<file path="config.mk">
export PLATFORM = sky130hd
export DESIGN_NAME = alu_arbiter
export DESIGN_NICKNAME = d
export VERILOG_FILES = /design/src/rtl/alu_pkg.sv /design/src/rtl/rr_arb2.sv /design/src/rtl/alu_arbiter.sv
export SDC_FILE = /design/constraint.sdc
export NUM_CORES = 1
export LEC_CHECK = 0
export CAP_MARGIN = 20
export CORE_MARGIN = 2
export CORE_UTILIZATION = 44
export DETAILED_ROUTE_END_ITERATION = 6
export PLACE_DENSITY = 0.89
export RECOVER_POWER = 25
export SLEW_MARGIN = 10
export SYNTH_ARGS = -nofsm -noshare
export SYNTH_HDL_FRONTEND = slang
export SYNTH_SLANG_ARGS = --single-unit
</file>
<file path="constraint.sdc">
create_clock -name clk -period 3.8 [get_ports clk]
set_input_delay 0.95 -clock clk [delete_from_list [all_inputs] [get_ports clk]]
set_output_delay 0.95 -clock clk [all_outputs]
set_load 0.05 [all_outputs]
</file>
<file path="src/rtl/alu_pkg.sv">
// Shared definitions for the ALU arbiter: op codes, flag bit positions and FSM states.
package alu_pkg;

  localparam int unsigned OP_W   = 4;
  localparam int unsigned FLAG_W = 4;

  localparam logic [OP_W-1:0] OP_ADD = 4'b0000;
  localparam logic [OP_W-1:0] OP_SUB = 4'b0001;
  localparam logic [OP_W-1:0] OP_MUL = 4'b0010;
  localparam logic [OP_W-1:0] OP_DIV = 4'b0011;
  localparam logic [OP_W-1:0] OP_AND = 4'b0100;
  localparam logic [OP_W-1:0] OP_OR  = 4'b0101;
  localparam logic [OP_W-1:0] OP_XOR = 4'b0110;
  localparam logic [OP_W-1:0] OP_NOT = 4'b0111;
  localparam logic [OP_W-1:0] OP_SHL = 4'b1000;
  localparam logic [OP_W-1:0] OP_SHR = 4'b1001;
  localparam logic [OP_W-1:0] OP_CMP = 4'b1010;
  localparam logic [OP_W-1:0] OP_MAX = OP_CMP;

  localparam int unsigned FLAG_NEG = 3;
  localparam int unsigned FLAG_Z   = 2;
  localparam int unsigned FLAG_O   = 1;
  localparam int unsigned FLAG_CA  = 0;

  typedef enum logic [1:0] {
    ST_IDLE = 2'd0,
    ST_EXEC = 2'd1,
    ST_RESP = 2'd2
  } state_t;

  function automatic logic op_legal(input logic [OP_W-1:0] op);
    return op <= OP_MAX;
  endfunction

endpackage

</file>
<file path="src/rtl/rr_arb2.sv">
// Two-way round-robin grant; after an advancing grant the pointer moves to the other port.
module rr_arb2 (
  input  logic [1:0] i_req,
  input  logic       i_prio,
  input  logic       i_advance,
  output logic [1:0] o_grant_c,
  output logic       o_prio_c
);

  always_comb begin
    o_grant_c = i_req;
    o_prio_c  = i_prio;
    if (i_req == 2'b11) begin
      o_grant_c = i_prio ? 2'b10 : 2'b01;
    end
    if (i_advance && (|o_grant_c)) begin
      o_prio_c = o_grant_c[0];
    end
  end

endmodule

</file>
<file path="src/rtl/alu_arbiter.sv">
// Shares one external combinational ALU between two requesters with round-robin grant
// and a registered result/flag response returned to the winning port.
module alu_arbiter
  import alu_pkg::*;
#(
  parameter int unsigned N = 5
) (
  input  logic              clk,
  input  logic              rst,
  input  logic              p0_req_valid,
  input  logic              p1_req_valid,
  output logic              p0_req_ready,
  output logic              p1_req_ready,
  input  logic [OP_W-1:0]   p0_req_op,
  input  logic [OP_W-1:0]   p1_req_op,
  input  logic [N-1:0]      p0_req_a,
  input  logic [N-1:0]      p0_req_b,
  input  logic [N-1:0]      p1_req_a,
  input  logic [N-1:0]      p1_req_b,
  output logic              p0_rsp_valid,
  output logic              p1_rsp_valid,
  input  logic              p0_rsp_ready,
  input  logic              p1_rsp_ready,
  output logic [N-1:0]      rsp_result,
  output logic [FLAG_W-1:0] rsp_flags,
  output logic              rsp_err,
  output logic [OP_W-1:0]   alu_sel,
  output logic [N-1:0]      alu_a,
  output logic [N-1:0]      alu_b,
  input  logic [N-1:0]      alu_result,
  input  logic              alu_neg,
  input  logic              alu_z,
  input  logic              alu_o,
  input  logic              alu_ca
);

  state_t            r_state;
  state_t            w_state_nxt;
  logic              r_prio;
  logic              w_prio_nxt;
  logic [1:0]        w_req;
  logic [1:0]        w_grant;
  logic              w_advance;
  logic              w_owner_rsp_ready;
  logic [1:0]        r_rsp_valid;
  logic [1:0]        w_rsp_valid_nxt;
  logic              r_owner;
  logic              r_illegal;
  logic [OP_W-1:0]   r_sel;
  logic [N-1:0]      r_a;
  logic [N-1:0]      r_b;
  logic [N-1:0]      r_result;
  logic [FLAG_W-1:0] r_flags;
  logic              r_err;
  logic [OP_W-1:0]   w_op;
  logic [N-1:0]      w_a;
  logic [N-1:0]      w_b;

  assign w_req = {p1_req_valid, p0_req_valid};

  rr_arb2 u_rr_arb2 (
    .i_req     (w_req),
    .i_prio    (r_prio),
    .i_advance (w_advance),
    .o_grant_c (w_grant),
    .o_prio_c  (w_prio_nxt)
  );

  assign w_op = w_grant[1] ? p1_req_op : p0_req_op;
  assign w_a  = w_grant[1] ? p1_req_a  : p0_req_a;
  assign w_b  = w_grant[1] ? p1_req_b  : p0_req_b;

  assign w_owner_rsp_ready = r_owner ? p1_rsp_ready : p0_rsp_ready;

  // Next-state and handshake decode
  always_comb begin
    w_state_nxt     = r_state;
    w_advance       = 1'b0;
    w_rsp_valid_nxt = r_rsp_valid;
    unique case (r_state)
      ST_IDLE: begin
        if (|w_req) begin
          w_advance   = 1'b1;
          w_state_nxt = ST_EXEC;
        end
      end
      ST_EXEC: begin
        w_state_nxt     = ST_RESP;
        w_rsp_valid_nxt = r_owner ? 2'b10 : 2'b01;
      end
      ST_RESP: begin
        if (w_owner_rsp_ready) begin
          w_state_nxt     = ST_IDLE;
          w_rsp_valid_nxt = 2'b00;
        end
      end
      default: begin
        w_state_nxt     = ST_IDLE;
        w_rsp_valid_nxt = 2'b00;
      end
    endcase
  end

  // Acceptance is visible in the same cycle but suppressed while reset is held
  assign p0_req_ready = w_advance & w_grant[0] & ~rst;
  assign p1_req_ready = w_advance & w_grant[1] & ~rst;

  always_ff @(posedge clk or posedge rst) begin
    if (rst) begin
      r_state     <= ST_IDLE;
      r_prio      <= 1'b0;
      r_rsp_valid <= 2'b00;
      r_owner     <= 1'b0;
      r_illegal   <= 1'b0;
      r_sel       <= '0;
      r_a         <= '0;
      r_b         <= '0;
      r_result    <= '0;
      r_flags     <= '0;
      r_err       <= 1'b0;
    end else begin
      r_state     <= w_state_nxt;
      r_prio      <= w_prio_nxt;
      r_rsp_valid <= w_rsp_valid_nxt;
      if (w_advance) begin
        r_owner   <= w_grant[1];
        r_illegal <= ~op_legal(w_op);
        r_sel     <= op_legal(w_op) ? w_op : OP_ADD;
        r_a       <= w_a;
        r_b       <= w_b;
      end
      // Illegal ops still run the ALU on op 0 but their outcome is discarded
      if (r_state == ST_EXEC) begin
        r_result <= r_illegal ? '0 : alu_result;
        r_flags  <= r_illegal ? '0 : {alu_neg, alu_z, alu_o, alu_ca};
        r_err    <= r_illegal;
      end
    end
  end

  assign p0_rsp_valid = r_rsp_valid[0];
  assign p1_rsp_valid = r_rsp_valid[1];
  assign rsp_result   = r_result;
  assign rsp_flags    = r_flags;
  assign rsp_err      = r_err;
  assign alu_sel      = r_sel;
  assign alu_a        = r_a;
  assign alu_b        = r_b;

endmodule
</file>
== Yosys cells after proc, flatten, opt, wreduce, memory -nomap -nowiden ==
Index checks and enable logic that the tools add are counted.
Widths: inputs -> output; s select.

* Input port bits: 43
* Word-level logic and storage cells: 46
* RAM bits: 0
* Register bits after elaboration: 31
* Latch bits: 0
* Memory bits (read-only): 0
* Output and inout bits: 28
* Memories kept: 0

* Add/subtract/negate cells: 0
* Equality and inequality tests: 5
* Shifts and indexed selects: 0
* Divide/modulo/power cells: 0
* Reductions and logical operators: 6
* Muxes and demuxes: 16
* Multipliers: 0
* Bitwise logic cells: 7
* Order comparisons: 1

{| class="wikitable"
|+ Operator list
! kind !! number
|-
| $mux 5 || 3
|-
| $mux 4 || 3
|-
| $pmux 2 s3 || 2
|-
| $mux 2 || 5
|-
| $and 1x1->1 || 4
|-
| $eq 2x2->1 const B || 2
|-
| $le 4x4->1 const B || 1
|-
| $ne 2x2->1 const B || 2
|-
| $reduce_and 2->1 || 2
|-
| $reduce_or 2->1 || 2
|-
| $mux 1 || 3
|-
| $not 1->1 || 3
|-
| $eq 2x1->1 const B || 1
|-
| $logic_not 2->1 || 1
|-
| $logic_and 1x1->1 || 1
|}

== Logic depth before layout (Yosys ltp) ==
* Depth after elaboration: 5
* Depth in mapped cells: 5
* Mapped depth without buffers: 5

== By module ==
From an unflattened synthesis, not the netlist that was laid out.

* Cells, all modules: 146
* Area, all modules: 1490.2 um2

{| class="wikitable"
|+ By module, submodules not included
! module !! area an instance (um2) !! seq. area each (um2) !! cells each !! times used
|-
| alu_arbiter || 1460.2 || 775.7 || 141 || 1
|-
| rr_arb2 || 30.0 || 0.0 || 5 || 1
|}

== Least setup slack after synthesis ==
Ideal clock, no wire load.

* Path type: input port to output port
* From: input p1_req_valid
* To: output p1_req_ready
* Arrival time: 2.828 ns
* Path buffers: 2
* Data required time: 2.850 ns
* Setup slack: 0.022 ns
* Stages: 4
* Cells stage by stage: buf_2 nand2_2 buf_6 nor4_1

* Cells in the longest elaborated chain, start to end: 5
* Elaborated cells between the ends (all ways): 7
* Classes of those cells: eq/ne (1); mux (3); bitwise (2); reduce/logical (1)

{| class="wikitable"
|+ Ends and longest elaborated chain
! what !! RTL line !! RTL
|-
| from (decl) || alu_arbiter.sv:11 || <nowiki>input logic p1_req_valid,</nowiki>
|-
| $reduce_or 2->1 || alu_arbiter.sv:82 || <nowiki>if (|w_req) begin</nowiki>
|-
| $mux 1 || alu_arbiter.sv:82 ||
|-
| $mux 1 || alu_arbiter.sv:80 || <nowiki>unique case (r_state)</nowiki>
|-
| $and 1x1->1 * (2 in a row) || alu_arbiter.sv:106 || <nowiki>assign p1_req_ready = w_advance & w_grant[1] & ~rst;</nowiki>
|-
| to (decl) || alu_arbiter.sv:13 || <nowiki>output logic p1_req_ready,</nowiki>
|}

Every way passes the cells marked *; elsewhere a longest branch is shown, timed or not.

== Worst setup path in the final report ==
* From: input p0_req_valid
* To: output p1_req_ready

* Cells in the longest elaborated chain, start to end: 5
* Elaborated cells between the ends (all ways): 7
* Classes of those cells: eq/ne (1); mux (3); bitwise (2); reduce/logical (1)

{| class="wikitable"
|+ Ends and longest elaborated chain
! what !! RTL line !! RTL
|-
| from (decl) || alu_arbiter.sv:10 || <nowiki>input logic p0_req_valid,</nowiki>
|-
| $reduce_or 2->1 || alu_arbiter.sv:82 ||
|-
| $mux 1 || alu_arbiter.sv:82 ||
|-
| $mux 1 || alu_arbiter.sv:80 ||
|-
| $and 1x1->1 * (2 in a row) || alu_arbiter.sv:106 ||
|}

Marked as above.

==> summary.txt <==
Critical path
  • Setup slack, reg-to-reg: 2280 ps
  • Worst R2R Start: r_state[1]
  • Slowest CP cell: clkdlybuf4s50_1
  • Max stage delay on crit path: 520 ps
  • Critical path class: input port to primary output
  • Crit. End Element: primary output
  • Reg2reg path depth: 2
  • Reg2reg end: rsp_err
  • Worst EP arrival: 2410 ps
  • Critical Path Fanout Max: 7
  • Worst path cell trace: clkdlybuf4s50_1 -> nand2b_2 -> nand2_2 -> nor4_1 -> buf_12
  • Critical Path RT: 2850 ps
  • Startpoint types: input port

Yosys
  • Yosys reg bits: 31
  • Post-synthesis sequential area ratio: 50.3%
  • Synthesized cell area: 1540 um2
  • Syn Area/Cell: 10.1 um2
  • Syn_nets: 195
  • Yosys cell types: 35
  • Ys Warns: 0
  • Cells after Synth: 152

Timing
  • Slew margin rel.: -8.83%
  • RSZ-0062 raised after global routing: false
  • Fin crit share: 88.4%
  • Pins Over Slew Limit: 32
  • Setup_tns: 0 ps
  • Final Skew: 8.54 ps
  • Final Setup Violations: 0
  • Hold_ws: 487 ps
  • Worst-Margin Slew: 1630 ps
  • Crit path time final: 3360 ps
  • Max Clock Freq: 298 MHz
  • Final hold vios: 0

Layout
  • Syn-to-layout area delta: 52.4%
  • Layout cells sized above 1: 12.8%
  • # diodes: 0
  • Filler cells: 293
  • Nets@finish: 268
  • Commonest non-fill, non-tap cells in the layout: clkdlybuf4s50_1, dfrtp_1, nand2_1
  • Most common cell after layout, fill and taps aside: clkdlybuf4s50_1

Outcome
  • Status: finished, violations left
  • Failing checks: max-capacitance violations, max-slew violations

Global routing
  • Initial antenna violation count: 0
  • Total track usage: 18.6%
  • Largest net degree at the start of global routing: 32
  • First-pass GRT wire length: 5.81 mm
  • Vias in the first global route: 1314
  • GRT Residual Overflow: 0

Clock tree
  • Clock Latency Late Sink: 320 ps
  • Post-CTS repair timing setup buffer count: 0
  • Clock root cell: clkbuf_4
  • Maximum root-to-sink buffer count: 2
  • Clk pin slew, worst setup/hold paths: 90 ps
  • TritonCTS Buffers: 5
  • Post_cts resized: 0
  • TritonCTS clock tree: done
  • H-tree levels: 2
  • Clk sinks: 31
  • Hold-fix buffers, CTS: 0

Flow run
  • Max cap viols: 1

Placement
  • Hpwl dp: 2.70 mm
  • GPL Wtd Cong: 0.784
  • IO Port Bufs: 70

Power
  • Pwr dens: 844 nW/um2
  • Pleak: 1.02 nW
  • Worst vdd ir: 0.397 mV

Drt
  • Wire per inst: 13.0 um
  • WL final: 3.53 mm
  • Via Count: 1370
  • Drt first pass iters: 4
  • DRC violations left: 0
  • Via density: 5.04
  • DRT antenna net count: 0
  • Number of DRC markers in iteration 0: 87

Die
  • DIE WIDTH: 63.2 um
  • Placement Rows: 21
  • Starting Density: 45.9%
  • Core Footprint: 3360 um2
  • Die footprint: 4000 um2
  • Chip height: 63.2 um
  • I/O pins: 71

Worst hold path
  • Worst hold path endpoint: rsp_flags[2]
  • WHS Path Cells: 2
  • Worst hold start: rsp_flags[2]
  • Worst hold path class: register to register
-- per-layer routing --
layer / part of all wire (%) / track usage [%]
met5: 0 / 0
met4: 1.2 / 7.34
met3: 6.5 / 6.25
met2: 50 / 32.2
met1: 42 / 21.1
-- power breakdown --
group	internal [mW]	switching, mW	total, mW
Sequential	0.486	0.105	0.591
Clock	0.0721	0.105	0.177
Combinational	0.439	0.775	1.21
Total	0.997	0.986	1.98
-- final cells by class --
cell class	count	area (um2)	area share, %
well taps	46	57.6	2.45
inverters	5	18.8	0.798
clock inverters	1	5.00	0.213
repair buffers	73	739	31.5
multi-input cells	109	709	30.2
clock buffers	7	45.0	1.92
flip-flops and latches	31	776	33.0
-- Yosys cell counts --
master    number  area [um2]
a21oi_1        2        10.0
o31ai_2        1        12.5
buf_6          1        11.3
dfrtp_1       31         776
o21ai_0       12        60.1
clkbuf_1       2        7.51
o21ai_4        2        32.5
o211ai_1       1        7.51
o21ai_2        2        17.5
a31oi_1        1        6.26
a221oi_2       2        30.0
nand3_1        6        30.0
nor4_1         1        6.26
and2_1         2        12.5
mux2_2         1        11.3
inv_2          2        7.51
nand2_2        1        6.26
and2_4         2        17.5
o21ai_1       11        55.1
nand4_1        4        25.0
a22o_1         1        8.76
a41o_1         1        10.0
inv_1          3        11.3
nand2_1       25        93.8
a32o_1         2        20.0
nor2_1         2        7.51
a31o_2         1        8.76
buf_2          4        20.0
mux2i_1       10         100
and2b_4        1        10.0
and4_2         1        10.0
nor2_2         1        6.26
nand2b_2       1        8.76
a21oi_4        1        16.3
nand2b_1      11        68.8
-- critical path: cells and delay by family --
| family | cells | cell delay [ps] |
|---|---|---|
| buf+inv | 2 | 730 |
| simple gates | 3 | 720 |
-- cells by family (layout without fill, tap and decap cells) --
group | Yosys count | count (layout) | share of synthesized area [%]
DFF | 31 | 31 | 50.3
and+or+nand+nor | 58 | 58 | 19.6
muxes | 11 | 11 | 7.22
buffers and inverters | 12 | 86 | 3.73
AOI/OAI and AO/OA | 40 | 40 | 19.1
-- sequential cells by signal, summed over array words and instances (netlist names) --
name / count
r_illegal: 1
r_prio: 1
r_rsp_valid: 2
alu_sel: 4
r_state: 2
rsp_result: 5
alu_b: 5
rsp_err: 1
rsp_flags: 4
r_owner: 1
alu_a: 5
-- through the flow --
stage | util [%] | cells | worst slack [ps] | power, mW | cell area, um2
after CTS | 70.0 | 272 | 444 | 2.01 | 2350
after floorplan | - | 152 | 21.7 | 1.43 | 1540
after global routing | 69.9 | 272 | 431 | 2.10 | 2350
final | 69.9 | 272 | 440 | 1.98 | 2350
after global placement | 68.5 | 264 | 513 | 1.79 | 2300
after detailed placement | 68.5 | 264 | 450 | 1.82 | 2300
-- worst max path at each step --
stage                      start  cells past startpoint      endpoint
finish              p0_req_valid                      5  p1_req_ready
global placement    p0_req_valid                      5  p1_req_ready
global route        p0_req_valid                      5  p1_req_ready
floorplan           p1_req_valid                      4  p1_req_ready
detailed placement  p0_req_valid                      5  p1_req_ready
CTS                 p0_req_valid                      5  p1_req_ready
(Power assumes the default switching activity.)
